===== src/rtl/mkio_channel_arbiter.sv =====
// Dual-redundant MKIO bus channel arbiter: picks the live receive channel,
// steers the transmitter onto the selected channel and counts parity errors.
module mkio_channel_arbiter #(
   parameter int GAP_CYC    = 128,
   parameter int SWITCH_CYC = 32,
   parameter int TX_HOLD    = 5
) (
   input  logic       clk,
   input  logic       rst,
   input  logic       DI1A,
   input  logic       DI0A,
   input  logic       DI1B,
   input  logic       DI0B,
   output logic       DI1,
   output logic       DI0,
   input  logic       DO1,
   input  logic       DO0,
   output logic       DO1A,
   output logic       DO0A,
   output logic       DO1B,
   output logic       DO0B,
   output logic       TX_INHIBIT_A,
   output logic       TX_INHIBIT_B,
   output logic       RX_STROB_A,
   output logic       RX_STROB_B,
   input  logic       tx_busy,
   input  logic       parity_error,
   output logic       active_ch,
   output logic       ch_switch,
   output logic [7:0] err_cnt_a,
   output logic [7:0] err_cnt_b
);

   localparam logic [1:0] S_IDLE = 2'd0;
   localparam logic [1:0] S_RX   = 2'd1;
   localparam logic [1:0] S_TX   = 2'd2;
   localparam logic [1:0] S_HOLD = 2'd3;

   localparam int QW = $clog2(GAP_CYC + 1);
   localparam int SW = $clog2(SWITCH_CYC + 1);
   localparam int HW = $clog2(TX_HOLD + 1);

   function automatic logic [7:0] sat_inc(input logic [7:0] v);
      if (v == 8'hFF) begin
         return 8'hFF;
      end else begin
         return v + 8'd1;
      end
   endfunction

   logic [3:0]    meta_r;
   logic [3:0]    sync_r;
   logic [1:0]    state_r;
   logic [1:0]    state_nxt_s;
   logic          active_ch_r;
   logic          ch_nxt_s;
   logic          switch_nxt_s;
   logic [QW-1:0] quiet_r;
   logic [QW-1:0] quiet_nxt_s;
   logic [SW-1:0] other_r;
   logic [SW-1:0] other_nxt_s;
   logic [HW-1:0] hold_r;
   logic [HW-1:0] hold_nxt_s;
   logic          act_a_s;
   logic          act_b_s;
   logic          act_sel_s;
   logic          act_oth_s;
   logic [1:0]    sel_pair_s;
   logic          grant_a_s;
   logic          grant_b_s;

   assign act_a_s    = sync_r[3] | sync_r[2];
   assign act_b_s    = sync_r[1] | sync_r[0];
   assign act_sel_s  = active_ch_r ? act_b_s : act_a_s;
   assign act_oth_s  = active_ch_r ? act_a_s : act_b_s;
   assign sel_pair_s = ch_nxt_s ? sync_r[1:0] : sync_r[3:2];
   assign grant_a_s  = ((state_nxt_s == S_TX) || (state_nxt_s == S_HOLD)) && !ch_nxt_s;
   assign grant_b_s  = ((state_nxt_s == S_TX) || (state_nxt_s == S_HOLD)) && ch_nxt_s;
   assign active_ch  = active_ch_r;

   // Next-state logic; tx_busy outranks both the switch and the gap decision.
   always_comb begin
      state_nxt_s  = state_r;
      ch_nxt_s     = active_ch_r;
      switch_nxt_s = 1'b0;
      quiet_nxt_s  = quiet_r;
      other_nxt_s  = other_r;
      hold_nxt_s   = hold_r;
      case (state_r)
         S_IDLE: begin
            quiet_nxt_s = '0;
            other_nxt_s = '0;
            hold_nxt_s  = '0;
            if (tx_busy) begin
               state_nxt_s = S_TX;
            end else if (act_a_s) begin
               state_nxt_s = S_RX;
               ch_nxt_s    = 1'b0;
            end else if (act_b_s) begin
               state_nxt_s = S_RX;
               ch_nxt_s    = 1'b1;
            end else begin
               state_nxt_s = S_IDLE;
            end
         end
         S_RX: begin
            if (tx_busy) begin
               state_nxt_s = S_TX;
               quiet_nxt_s = '0;
               other_nxt_s = '0;
            end else if (act_oth_s && (other_r == SW'(SWITCH_CYC - 1))) begin
               ch_nxt_s     = ~active_ch_r;
               switch_nxt_s = 1'b1;
               quiet_nxt_s  = '0;
               other_nxt_s  = '0;
            end else begin
               other_nxt_s = act_oth_s ? (other_r + SW'(1)) : '0;
               if (act_sel_s) begin
                  quiet_nxt_s = '0;
               end else if (quiet_r == QW'(GAP_CYC - 2)) begin
                  // counter would now read GAP_CYC-1: message is over
                  state_nxt_s = S_IDLE;
                  quiet_nxt_s = '0;
                  other_nxt_s = '0;
               end else begin
                  quiet_nxt_s = quiet_r + QW'(1);
               end
            end
         end
         S_TX: begin
            if (!tx_busy) begin
               state_nxt_s = S_HOLD;
               hold_nxt_s  = '0;
            end else begin
               state_nxt_s = S_TX;
            end
         end
         S_HOLD: begin
            if (tx_busy) begin
               state_nxt_s = S_TX;
            end else if (hold_r == HW'(TX_HOLD - 1)) begin
               state_nxt_s = S_IDLE;
            end else begin
               hold_nxt_s = hold_r + HW'(1);
            end
         end
         default: begin
            state_nxt_s = S_IDLE;
         end
      endcase
   end

   // Line-input synchronizers and arbiter state registers.
   always_ff @(posedge clk) begin
      if (rst) begin
         meta_r      <= 4'b0000;
         sync_r      <= 4'b0000;
         state_r     <= S_IDLE;
         active_ch_r <= 1'b0;
         quiet_r     <= '0;
         other_r     <= '0;
         hold_r      <= '0;
      end else begin
         meta_r      <= {DI1A, DI0A, DI1B, DI0B};
         sync_r      <= meta_r;
         state_r     <= state_nxt_s;
         active_ch_r <= ch_nxt_s;
         quiet_r     <= quiet_nxt_s;
         other_r     <= other_nxt_s;
         hold_r      <= hold_nxt_s;
      end
   end

   // Registered outputs are driven from the next state so they line up with it.
   always_ff @(posedge clk) begin
      if (rst) begin
         {DI1, DI0}   <= 2'b00;
         {DO1A, DO0A} <= 2'b00;
         {DO1B, DO0B} <= 2'b00;
         TX_INHIBIT_A <= 1'b1;
         TX_INHIBIT_B <= 1'b1;
         RX_STROB_A   <= 1'b1;
         RX_STROB_B   <= 1'b1;
         ch_switch    <= 1'b0;
      end else begin
         {DI1, DI0}   <= (state_nxt_s == S_RX) ? sel_pair_s : 2'b00;
         {DO1A, DO0A} <= ((state_nxt_s == S_TX) && !ch_nxt_s) ? {DO1, DO0} : 2'b00;
         {DO1B, DO0B} <= ((state_nxt_s == S_TX) && ch_nxt_s) ? {DO1, DO0} : 2'b00;
         TX_INHIBIT_A <= ~grant_a_s;
         TX_INHIBIT_B <= ~grant_b_s;
         RX_STROB_A   <= ~grant_a_s;
         RX_STROB_B   <= ~grant_b_s;
         ch_switch    <= switch_nxt_s;
      end
   end

   // Saturating per-channel parity-error counters, live only while receiving.
   always_ff @(posedge clk) begin
      if (rst) begin
         err_cnt_a <= 8'd0;
         err_cnt_b <= 8'd0;
      end else if ((state_r == S_RX) && parity_error) begin
         if (active_ch_r) begin
            err_cnt_b <= sat_inc(err_cnt_b);
         end else begin
            err_cnt_a <= sat_inc(err_cnt_a);
         end
      end else begin
         err_cnt_a <= err_cnt_a;
         err_cnt_b <= err_cnt_b;
      end
   end

endmodule

===== config.mk =====
export PLATFORM = sky130hd
export DESIGN_NAME = mkio_channel_arbiter
export DESIGN_NICKNAME = d
export VERILOG_FILES = /design/src/rtl/mkio_channel_arbiter.sv
export SDC_FILE = /design/constraint.sdc
export NUM_CORES = 1
export LEC_CHECK = 0
export CORE_MARGIN = 2
export CORE_UTILIZATION = 53
export CTS_CLUSTER_SIZE = 20
export DETAILED_ROUTE_END_ITERATION = 8
export HOLD_SLACK_MARGIN = 0.12
export PLACE_DENSITY = 0.83
export SKIP_LAST_GASP = 1
export SYNTH_ARGS = -nofsm -noshare
export SYNTH_HDL_FRONTEND = slang
export SYNTH_SLANG_ARGS = --single-unit
export TNS_END_PERCENT = 5

===== constraint.sdc =====
create_clock -name clk -period 2 [get_ports clk]
set_input_delay 0.4 -clock clk [delete_from_list [all_inputs] [get_ports clk]]
set_output_delay 0.4 -clock clk [all_outputs]
set_load 0.1 [all_outputs]

==> impl_metrics.json <==
{
  "status": "completed",
  "start_util_pct": 54.1,
  "max-vdd-ir-drop_mv": 0.614,
  "grt_max_degree": 24,
  "worst_r2r_endpoint": "DI1",
  "pwr-share-seq_pct": 51.6,
  "power_mw": 2.14,
  "via_per_inst": 5.81,
  "h-tree-depth": 2,
  "netlist_instances": 289,
  "core_area_um2": 4630,
  "antenna_found_initial": 0,
  "p_int_mw": 1.55,
  "ys_ff_latch": 53,
  "synth_top_area_share_pct": 42.4,
  "yosysTopAreaCell": "dfxtp_1",
  "cts-resized-gates": 0,
  "path_depth": 6,
  "diodes": 0,
  "syn-cell-area_um2": 2500,
  "multi_input_area_um2": 1320,
  "finalClockSkew_ns": 0.0116,
  "required_ns": 2.25,
  "crit_buf_inv": 1,
  "dr.pass1.iters": 4,
  "drive_gt1_share_pct": 20.0,
  "fin_tns_setup_ns": 0,
  "reg2reg_from": "other_r[0]",
  "cts_setup_buffers": 0,
  "synth.distinct_cells": 57,
  "cts_buffers": 5,
  "setup_viol": 0,
  "period_needed_ns": 1.81,
  "core.rowCount": 25,
  "async_reset_ff_share_pct": 0,
  "synth_edf_count": 0,
  "clk_path_buf_depth": 2,
  "comb_power_share_pct": 14.0,
  "hold_class": "flip-flop to flip-flop",
  "grt_pass1_vias": 2051,
  "postCtsHoldBufs": 0,
  "arrival_ns": 2.07,
  "rsz0062_at_grt": "no",
  "fp.dieH_um": 72.7,
  "wl_mm": 5.34,
  "postPlaceCellArea_um2": 2970,
  "cap_violations": 0,
  "reg2reg_slack_ns": 0.22,
  "clkPwrFrac_pct": 34.4,
  "worst_pin_slew_ns": 0.507,
  "die-width_um": 72.7,
  "fillers": 390,
  "hold_violations": 0,
  "regArea_um2": 1060,
  "crit_slowest_cell": "clkdlybuf4s50_1",
  "stdcell_count": 389,
  "relSlewSlack_pct": 66.1,
  "power_leakage_nw": 1.16,
  "path_class": "primary input to flip-flop",
  "ant_nets": 0,
  "dominantRegCellSynth": "dfxtp_1",
  "drc": 0,
  "fin_area_um2": 3080,
  "dp.cells": 381,
  "start_kind": "primary input",
  "syn_nets": 306,
  "critPathTopFamily": "simple AND/OR/NAND/NOR gates",
  "slowest_delay_ns": 0.47,
  "syn_avg_cell_area_um2": 8.66,
  "rr_worst_depth": 7,
  "fmax_mhz": 551,
  "ys_seq_area_share_pct": 42.4,
  "grt_pass1_wl_mm": 8.96,
  "critPathMaxFanout": 6,
  "final_core_util_pct": 66.5,
  "cts_tree": "done",
  "cts_root_buf": "clkbuf_8",
  "grtUsageTotal_pct": 21.1,
  "num_vias": 2259,
  "fin_crit_sh_pct": 90.7,
  "numPortBuffers": 37,
  "clkSinkCount": 53,
  "wl_per_cell_um": 13.7,
  "dieArea_um2": 5290,
  "drt_iter0_drc": 175,
  "path_clk_slew_ns": 0.09,
  "worst_setup_path_end_kind": "flip-flop",
  "critPathLaunch": "parity_error",
  "slew_violations": 0,
  "path_cells": "clkdlybuf4s50_1, nor4bb_1, and3_1, nand3_4, and4_4, nor3_2",
  "fin_nets": 351,
  "clock_latency_ns": 0.32,
  "swShare_pct": 27.6,
  "dp.final_hpwl_mm": 3.71,
  "grt-ovfl-total": 0,
  "power_switching_uw": 591,
  "power_density_nw_per_um2": 696,
  "ios": 38,
  "cp-endpoint": "err_cnt_a[5]",
  "gp_congestion": 0.893,
  "ys_warn_count": 0,
  "syn_to_final_growth_pct": 22.9,
  "ys_top_cells_by_area": "dfxtp_1 42%, nand2_1 4.6%, nor2_1 3.6%"
}
## synth_stat cells (3+ instances only)
cell type   n
nor2b_1     9
nand2_1    31
ha_1        7
nand3_1    12
nor3_2      3
xor2_1      5
and2_1      3
nand3b_1    4
a22oi_1     4
o21ai_0    13
nor4_1      3
a31oi_1     7
inv_1       9
o21ai_1     3
and3_1      3
nor2_1     24
a21oi_1    17
nor3_1     12
clkbuf_1    9
dfxtp_1    53
nand4_1     5
buf_4       4
## cells in the final DEF (no fill, tap or decap), types with 3 or more instances in the layout
cell              n
xor2_1            5
nand4_1           5
nand3b_1          4
o21ai_0          13
inv_1             9
nor3_1           12
nand3_1          12
clkdlybuf4s50_1   9
buf_4            41
buf_12            4
nor2_1           24
a22oi_1           4
ha_1              7
and3_1            3
clkbuf_8          5
dfxtp_1          52
nor3_2            3
o21ai_1           3
nand2_1          31
a21oi_1          17
nor4_1            3
nor2b_1           9
a31oi_1           7
and2_1            3
## worst min path at each step
| stage | start | endpoint | slack (ns) | cells past startpoint |
|---|---|---|---|---|
| 2_1_floorplan | meta_r[0] | sync_r[0] | 0.41 | 1 |
| 3_3_place_gp | meta_r[0] | sync_r[0] | 0.42 | 1 |
| 3_5_place_dp | meta_r[0] | sync_r[0] | 0.43 | 1 |
| 4_1_cts | meta_r[0] | sync_r[0] | 0.45 | 1 |
| 5_1_grt | meta_r[0] | sync_r[0] | 0.47 | 1 |
| 6_report | meta_r[0] | sync_r[0] | 0.45 | 1 |
## final cells by class
cell class	count	area share, %
repair buffers	54	15.5
flip-flops and latches	53	34.5
well taps	54	2.20
clock buffers	5	2.24
inverters	9	1.10
multi-input cells	211	43.0
clock inverters	3	1.42
## layer usage
metal,track usage [%],routed length (um)
met1,26.4,2430
met3,5.25,282
met5,0,0
met4,7.00,73
met2,35.6,2560
## cells by family after synthesis
logic type      after synthesis  share of synthesized area [%]
xor+xnor                      7                           2.45
fa+ha+maj                     7                           3.50
simple gates                128                           28.7
flops                        53                           42.4
mux                           2                          0.800
buf+inv                      25                           4.75
compound gates               67                           17.4
## through the flow
step | hold slack [ns] | setup slack, ns
after CTS | 0.450 | 0.208
final | 0.446 | 0.186
after floorplan | 0.414 | -0.0920
after global placement | 0.417 | -0.0925
after global routing | 0.472 | 0.0595
after detailed placement | 0.427 | -0.109
## power by group through the flow
stage / registers (mW) / clock network (mW) / logic (mW)
after detailed placement: 1.13 / 0 / 0.299
after floorplan: 1.19 / 0 / 0.148
final: 1.11 / 0.738 / 0.301
after CTS: 1.11 / 0.752 / 0.300
after global placement: 1.13 / 0 / 0.295
after global routing: 1.11 / 0.792 / 0.319
## registers in the layout (all words and copies together) (netlist names), 2 cells and up
| register | count |
|---|---|
| sync_r | 4 |
| err_cnt_a | 8 |
| hold_r | 3 |
| state_r | 2 |
| err_cnt_b | 8 |
| meta_r | 4 |
| other_r | 6 |
| quiet_r | 8 |
No activity file was read; power rests on OpenSTA's default activity.
